File: src/rtl/hazard_scoreboard.sv
// -----------------------------------------------------------------------------
// hazard_scoreboard
//
// Hazard unit placed between ID and EX of the RISC core. Every in-flight
// register write is tracked by a per-register countdown counter that holds
// the number of cycles still needed before the result can be forwarded. While
// an ID source operand is still counting down, IF/ID are held and a bubble is
// injected into EX. A taken branch/jump resolved in EX squashes IF and ID and
// takes priority over any stall. A saturating counter records stall cycles.
//
// Ports:
//   clk                        clock, all state on the rising edge
//   rst_n                      synchronous active-low reset
//   id_valid                   ID holds a valid instruction
//   id_rs1, id_rs2             ID source register indices
//   id_rs1_used, id_rs2_used   the corresponding source is actually read
//   id_rd                      ID destination register
//   id_reg_write               the ID instruction writes id_rd
//   id_is_load                 the ID instruction is a load
//   ex_flush                   taken branch/jump resolved in EX
//   stall_IF, stall_ID         hold PC and the IF/ID register
//   bubble_EX                  inject a NOP into ID/EX
//   flush_IF, flush_ID         squash IF and ID contents
//   busy_mask                  bit r set while register r has a pending count
//   stall_count                saturating count of stall cycles
// -----------------------------------------------------------------------------
module hazard_scoreboard #(
  parameter int NUM_REGS     = 32,
  parameter int REG_W        = 5,
  parameter int LOAD_LATENCY = 1,
  parameter int ALU_LATENCY  = 0,
  parameter int CNT_W        = 16
) (
  input  logic                clk,
  input  logic                rst_n,
  input  logic                id_valid,
  input  logic [REG_W-1:0]    id_rs1,
  input  logic [REG_W-1:0]    id_rs2,
  input  logic                id_rs1_used,
  input  logic                id_rs2_used,
  input  logic [REG_W-1:0]    id_rd,
  input  logic                id_reg_write,
  input  logic                id_is_load,
  input  logic                ex_flush,
  output logic                stall_IF,
  output logic                stall_ID,
  output logic                bubble_EX,
  output logic                flush_IF,
  output logic                flush_ID,
  output logic [NUM_REGS-1:0] busy_mask,
  output logic [CNT_W-1:0]    stall_count
);

  localparam int MAX_LAT = (LOAD_LATENCY > ALU_LATENCY) ? LOAD_LATENCY : ALU_LATENCY;
  localparam int CW      = (MAX_LAT < 1) ? 1 : $clog2(MAX_LAT + 1);

  localparam logic [CW-1:0] LOAD_L = CW'(LOAD_LATENCY);
  localparam logic [CW-1:0] ALU_L  = CW'(ALU_LATENCY);

  logic [CW-1:0]    cnt_q [NUM_REGS];
  logic [CW-1:0]    cnt_d [NUM_REGS];
  logic [CNT_W-1:0] stall_cnt_q;
  logic [CNT_W-1:0] stall_cnt_d;

  logic             haz;
  logic             stall;
  logic             issue;
  logic             wr_en;
  logic [CW-1:0]    wr_lat;

  // Looks the index up by comparison so an index outside 1..NUM_REGS-1
  // (x0 or an unimplemented register) simply reads as not busy.
  function automatic logic src_busy(input logic [REG_W-1:0]    idx,
                                    input logic [NUM_REGS-1:0] mask);
    src_busy = 1'b0;
    for (int r = 1; r < NUM_REGS; r++) begin
      if (idx == REG_W'(r)) src_busy = mask[r];
    end
  endfunction

  always_comb begin
    busy_mask = '0;
    for (int r = 1; r < NUM_REGS; r++) begin
      busy_mask[r] = (cnt_q[r] != '0);
    end
  end

  always_comb begin
    haz = id_valid & ((id_rs1_used & src_busy(id_rs1, busy_mask)) |
                      (id_rs2_used & src_busy(id_rs2, busy_mask)));
    // A flush squashes the ID instruction, so there is nothing to stall for.
    stall  = haz & ~ex_flush;
    issue  = id_valid & ~haz & ~ex_flush;
    wr_en  = issue & id_reg_write & (id_rd != '0);
    wr_lat = id_is_load ? LOAD_L : ALU_L;
  end

  assign stall_IF    = stall;
  assign stall_ID    = stall;
  assign bubble_EX   = stall;
  assign flush_IF    = ex_flush;
  assign flush_ID    = ex_flush;
  assign stall_count = stall_cnt_q;

  always_comb begin
    logic [CW-1:0] dec;
    dec = '0;
    cnt_d[0] = '0;
    for (int r = 1; r < NUM_REGS; r++) begin
      dec = (cnt_q[r] == '0) ? '0 : cnt_q[r] - CW'(1);
      cnt_d[r] = dec;
      // Keep the longer of the pending and the new latency so a younger,
      // faster writer (WAW) never shortens an older writer's wait.
      if (wr_en && (id_rd == REG_W'(r)) && (wr_lat > dec)) begin
        cnt_d[r] = wr_lat;
      end
    end
  end

  always_comb begin
    stall_cnt_d = stall_cnt_q;
    if (stall && (stall_cnt_q != '1)) begin
      stall_cnt_d = stall_cnt_q + CNT_W'(1);
    end
  end

  always_ff @(posedge clk) begin
    if (!rst_n) begin
      for (int r = 0; r < NUM_REGS; r++) cnt_q[r] <= '0;
      stall_cnt_q <= '0;
    end else begin
      for (int r = 0; r < NUM_REGS; r++) cnt_q[r] <= cnt_d[r];
      stall_cnt_q <= stall_cnt_d;
    end
  end

endmodule

File: config.mk
export PLATFORM = sky130hd
export DESIGN_NAME = hazard_scoreboard
export DESIGN_NICKNAME = d
export VERILOG_FILES = /design/src/rtl/hazard_scoreboard.sv
export SDC_FILE = /design/constraint.sdc
export NUM_CORES = 1
export LEC_CHECK = 0
export BUFFER_PORTS_ARGS = -buffer_cell sky130_fd_sc_hd__buf_4
export CAP_MARGIN = 20
export CORE_UTILIZATION = 40
export CTS_CLUSTER_SIZE = 25
export DETAILED_ROUTE_END_ITERATION = 10
export GPL_TIMING_DRIVEN = 0
export PLACE_DENSITY = 0.67
export RECOVER_POWER = 100
export SETUP_SLACK_MARGIN = 0.2
export SYNTH_ARGS = -nofsm -noshare
export SYNTH_HDL_FRONTEND = slang
export SYNTH_SLANG_ARGS = --single-unit
File: constraint.sdc
create_clock -name clk -period 4.7 [get_ports clk]
set_clock_uncertainty 0.1 [all_clocks]
set_input_delay 0.235 -clock clk [delete_from_list [all_inputs] [get_ports clk]]
set_output_delay 0.235 -clock clk [all_outputs]
set_load 0.01 [all_outputs]
==> metrics.txt <==
Rel. slew slack 65.8%; vias in the first global route 2767; FF-to-FF End cnt_q[0][18]$_SDFF_PN0_; CTS clk-pin slew, worst paths 0.09 ns; RSZ-0062 raised after global routing no; vias 3096; ys flop type dfxtp_1; Die Y 87.2 um; Post-DP Area 0.00356 sq mm; layout cells sized above 1 11.0%; met3 Use GR 3.03%; Final ANT Viol Nets 0; Final Hold Fails 0; Reg-to-Reg Start cnt_q[0][28]$_SDFF_PN0_; CP endpoint stall_ID; Critical Path Sink Type output port; DIE AREA 0.00760 sq mm; Port Buffers 71; worst path required time 4.37 ns; gr ovfl total 0; worst-margin pin slew 0.501 ns; number of max-cap violations 0; hold_buf cts 0; CTS tree built; crit-path max cell delay 0.48 ns; Max Freq 0.281 GHz; final net count 469; Final Cycle Share 75.8%; Worst EP arrival 3.23 ns; most used cell, CP clkbuf_1; Core Area 0.00691 sq mm; Post-synth EDFFs 0; Crit-path slowest cell a211oi_1; Num CTS Buffers 5; first-pass iteration count of the detailed router 5; synth unique cells 65; # DRC 0; FF-to-FF setup slack 1.47 ns; final setup fails 0; CP Max Fanout 10; Starting Density 42.0%; grt met2 use 38.2%; main combinational cell family by area after synthesis simple AND/OR/NAND/NOR gates; pwr dens 254 mW/mm^2; crit-path cells clkbuf_1 -> clkbuf_1 -> clkbuf_1 -> mux2i_1 -> o211ai_1 -> a211oi_1 -> o22a_1 -> clkbuf_1 -> buf_2 -> nor2_1 -> buf_4 -> clkbuf_1; simple-gate share of the synthesized area 30.2%; VDD IR-drop max 0.185 mV; GR peak layer met2; Synth Area in XOR/XNOR 0%; worst hold path type in -> reg; crit path launch type input pin; final wirelength 9050 um; post-synthesis instance total 367; DR iter-0 viols 324; Boundary Pins 76; num rows 30; WP buf/inv 7; kind of critical path in -> out; WP depth 12; Die Wd 87.2 um; Post-Synth Adder-Cell Area 0.431%; register area share after synthesis 32.4%; Inserted Diodes 0; clock sink count 47; leakage 1.19 nW; most frequent cells in the layout clkbuf_1, nor2_1, dfxtp_1; Synth async-reset ratio 0%; synthesized flop and latch total 47; Placed Instances 534; met1 Track Usage GR 36.7%; initial antenna violation count 0; Final Max Tran Viols 0; syn avg cell area 7.91 sq um; first-pass GRT wire length 14500 um; status finished clean; Tmin final 3.56 ns; gpl congestion 0.956; CP Launch Point id_rs1[2]; Routed WL per cell 16.7 um; dpl hpwl 7030 um; Top delay family on crit path buffers and inverters; Yosys warnings 0; CTS resizes 0; Skew-Pair Late Insertion Delay 0.30 ns; Compound-Gate Fraction of Synth Area 22.8%; Setup TNS 0 ns; GRT Total Usage 24.7%; Post-Syn Nets 391; Syn Std Cell Area 0.00290 sq mm; Area Growth Syn to Fin 19.5%; post-route cell area 0.00347 sq mm; CTS Buffer Depth 2; reg2reg path depth 10; Root Buffer clkbuf_8; buffer count from post-CTS setup fixing 0; vias per cell 5.71; commonest non-fill, non-tap cell in the layout clkbuf_1; non-filler instance count after layout 542; H-tree levels 2; largest net degree at the start of global routing 16; multiplexer share of the synthesized area 6.33%
==> sequential cells by signal, summed over array words and instances (netlist names) <==
signal	flops
stall_count	16
cnt_q	31
==> cells in the mapped netlist, drive strengths merged (3+ instances only) <==
| master | instances | area share, % |
|---|---|---|
| o21ai | 16 | 2.9 |
| o211ai | 4 | 1.0 |
| nor3b | 4 | 1.0 |
| nand2b | 18 | 3.9 |
| or4 | 3 | 0.78 |
| nor2 | 54 | 7.0 |
| mux2i | 15 | 5.2 |
| o311ai | 5 | 1.5 |
| mux2 | 3 | 1.2 |
| o41ai | 5 | 1.5 |
| nand3 | 16 | 2.8 |
| o22ai | 4 | 1.1 |
| nor3 | 6 | 1.0 |
| inv | 12 | 1.6 |
| nor2b | 8 | 1.7 |
| clkbuf | 11 | 1.4 |
| and3 | 5 | 1.1 |
| dfxtp | 47 | 32 |
| a21oi | 13 | 2.4 |
| o31ai | 5 | 1.3 |
| o21bai | 3 | 0.78 |
| nand4b | 4 | 1.6 |
| nand4 | 4 | 0.86 |
| nand3b | 7 | 1.8 |
| nand2 | 29 | 3.7 |
| a211oi | 5 | 1.3 |
| o2111ai | 3 | 0.90 |
| buf | 19 | 4.7 |
==> layout make-up <==
| class | count | area [sq um] |
|---|---|---|
| buffer | 30 | 164 |
| clock inverter | 3 | 67.6 |
| sequential | 47 | 941 |
| fill | 761 | 3440 |
| multi-input combinational | 278 | 1730 |
| inverter | 12 | 45.0 |
| timing repair buffer | 71 | 334 |
| tap | 96 | 120 |
| clock buffer | 5 | 68.8 |
==> report_power, final <==
part / total, W / switching [W] / internal (W)
Clock: 0.000351 / 0.000139 / 0.000212
Sequential: 0.000399 / 0.000000933 / 0.000398
Combinational: 0.000129 / 0.0000791 / 0.0000499
==> layer usage <==
layer,vias to the layer above,part of all wire (%)
li1,1501,-
met1,1459,46
met2,132,45
met3,4,8.2
met4,0,0.67
met5,-,0
==> metrics by stage <==
| stage | power (W) | utilization [%] | hold WS (ns) | worst slack, ns |
|---|---|---|---|---|
| after global routing | 0.000917 | 50.2 | 0.108 | 0.882 |
| after CTS | 0.000892 | 53.5 | 0.0965 | 1.58 |
| after global placement | 0.000542 | 51.5 | 0.368 | 1.64 |
| final | 0.000880 | 50.2 | 0.104 | 1.14 |
| after detailed placement | 0.000542 | 51.5 | 0.379 | 1.59 |
| after floorplan | 0.000497 | - | 0.284 | 2.19 |
==> worst min path at each step <==
stage	startpoint	endpoint	slack [ns]	depth (start not counted)
2_1_floorplan	rst_n	stall_count[6]$_SDFFE_PN0P_	0.28	2
3_3_place_gp	stall_count[15]$_SDFFE_PN0P_	stall_count[15]$_SDFFE_PN0P_	0.37	2
3_5_place_dp	stall_count[15]$_SDFFE_PN0P_	stall_count[15]$_SDFFE_PN0P_	0.38	2
4_1_cts	rst_n	stall_count[6]$_SDFFE_PN0P_	0.1	3
5_1_grt	rst_n	stall_count[6]$_SDFFE_PN0P_	0.11	3
6_report	rst_n	stall_count[6]$_SDFFE_PN0P_	0.10	3
==> worst register-to-register path: cells and delay by family (launching register included) <==
kind	cells	cell delay [ns]
AOI/OAI and AO/OA	5	1.21
buffers and inverters	2	0.76
DFF	1	0.35
and+or+nand+nor	3	0.74
==> cell families (layout without fill, tap and decap cells) <==
| logic type | count (synthesis) | in the layout |
|---|---|---|
| compound gates | 90 | 90 |
| fa+ha+maj | 1 | 1 |
| buf+inv | 42 | 121 |
| flops | 47 | 47 |
| mux | 18 | 18 |
| other cells | 1 | 1 |
| simple gates | 168 | 168 |
Power figures use the tool's default switching activity.
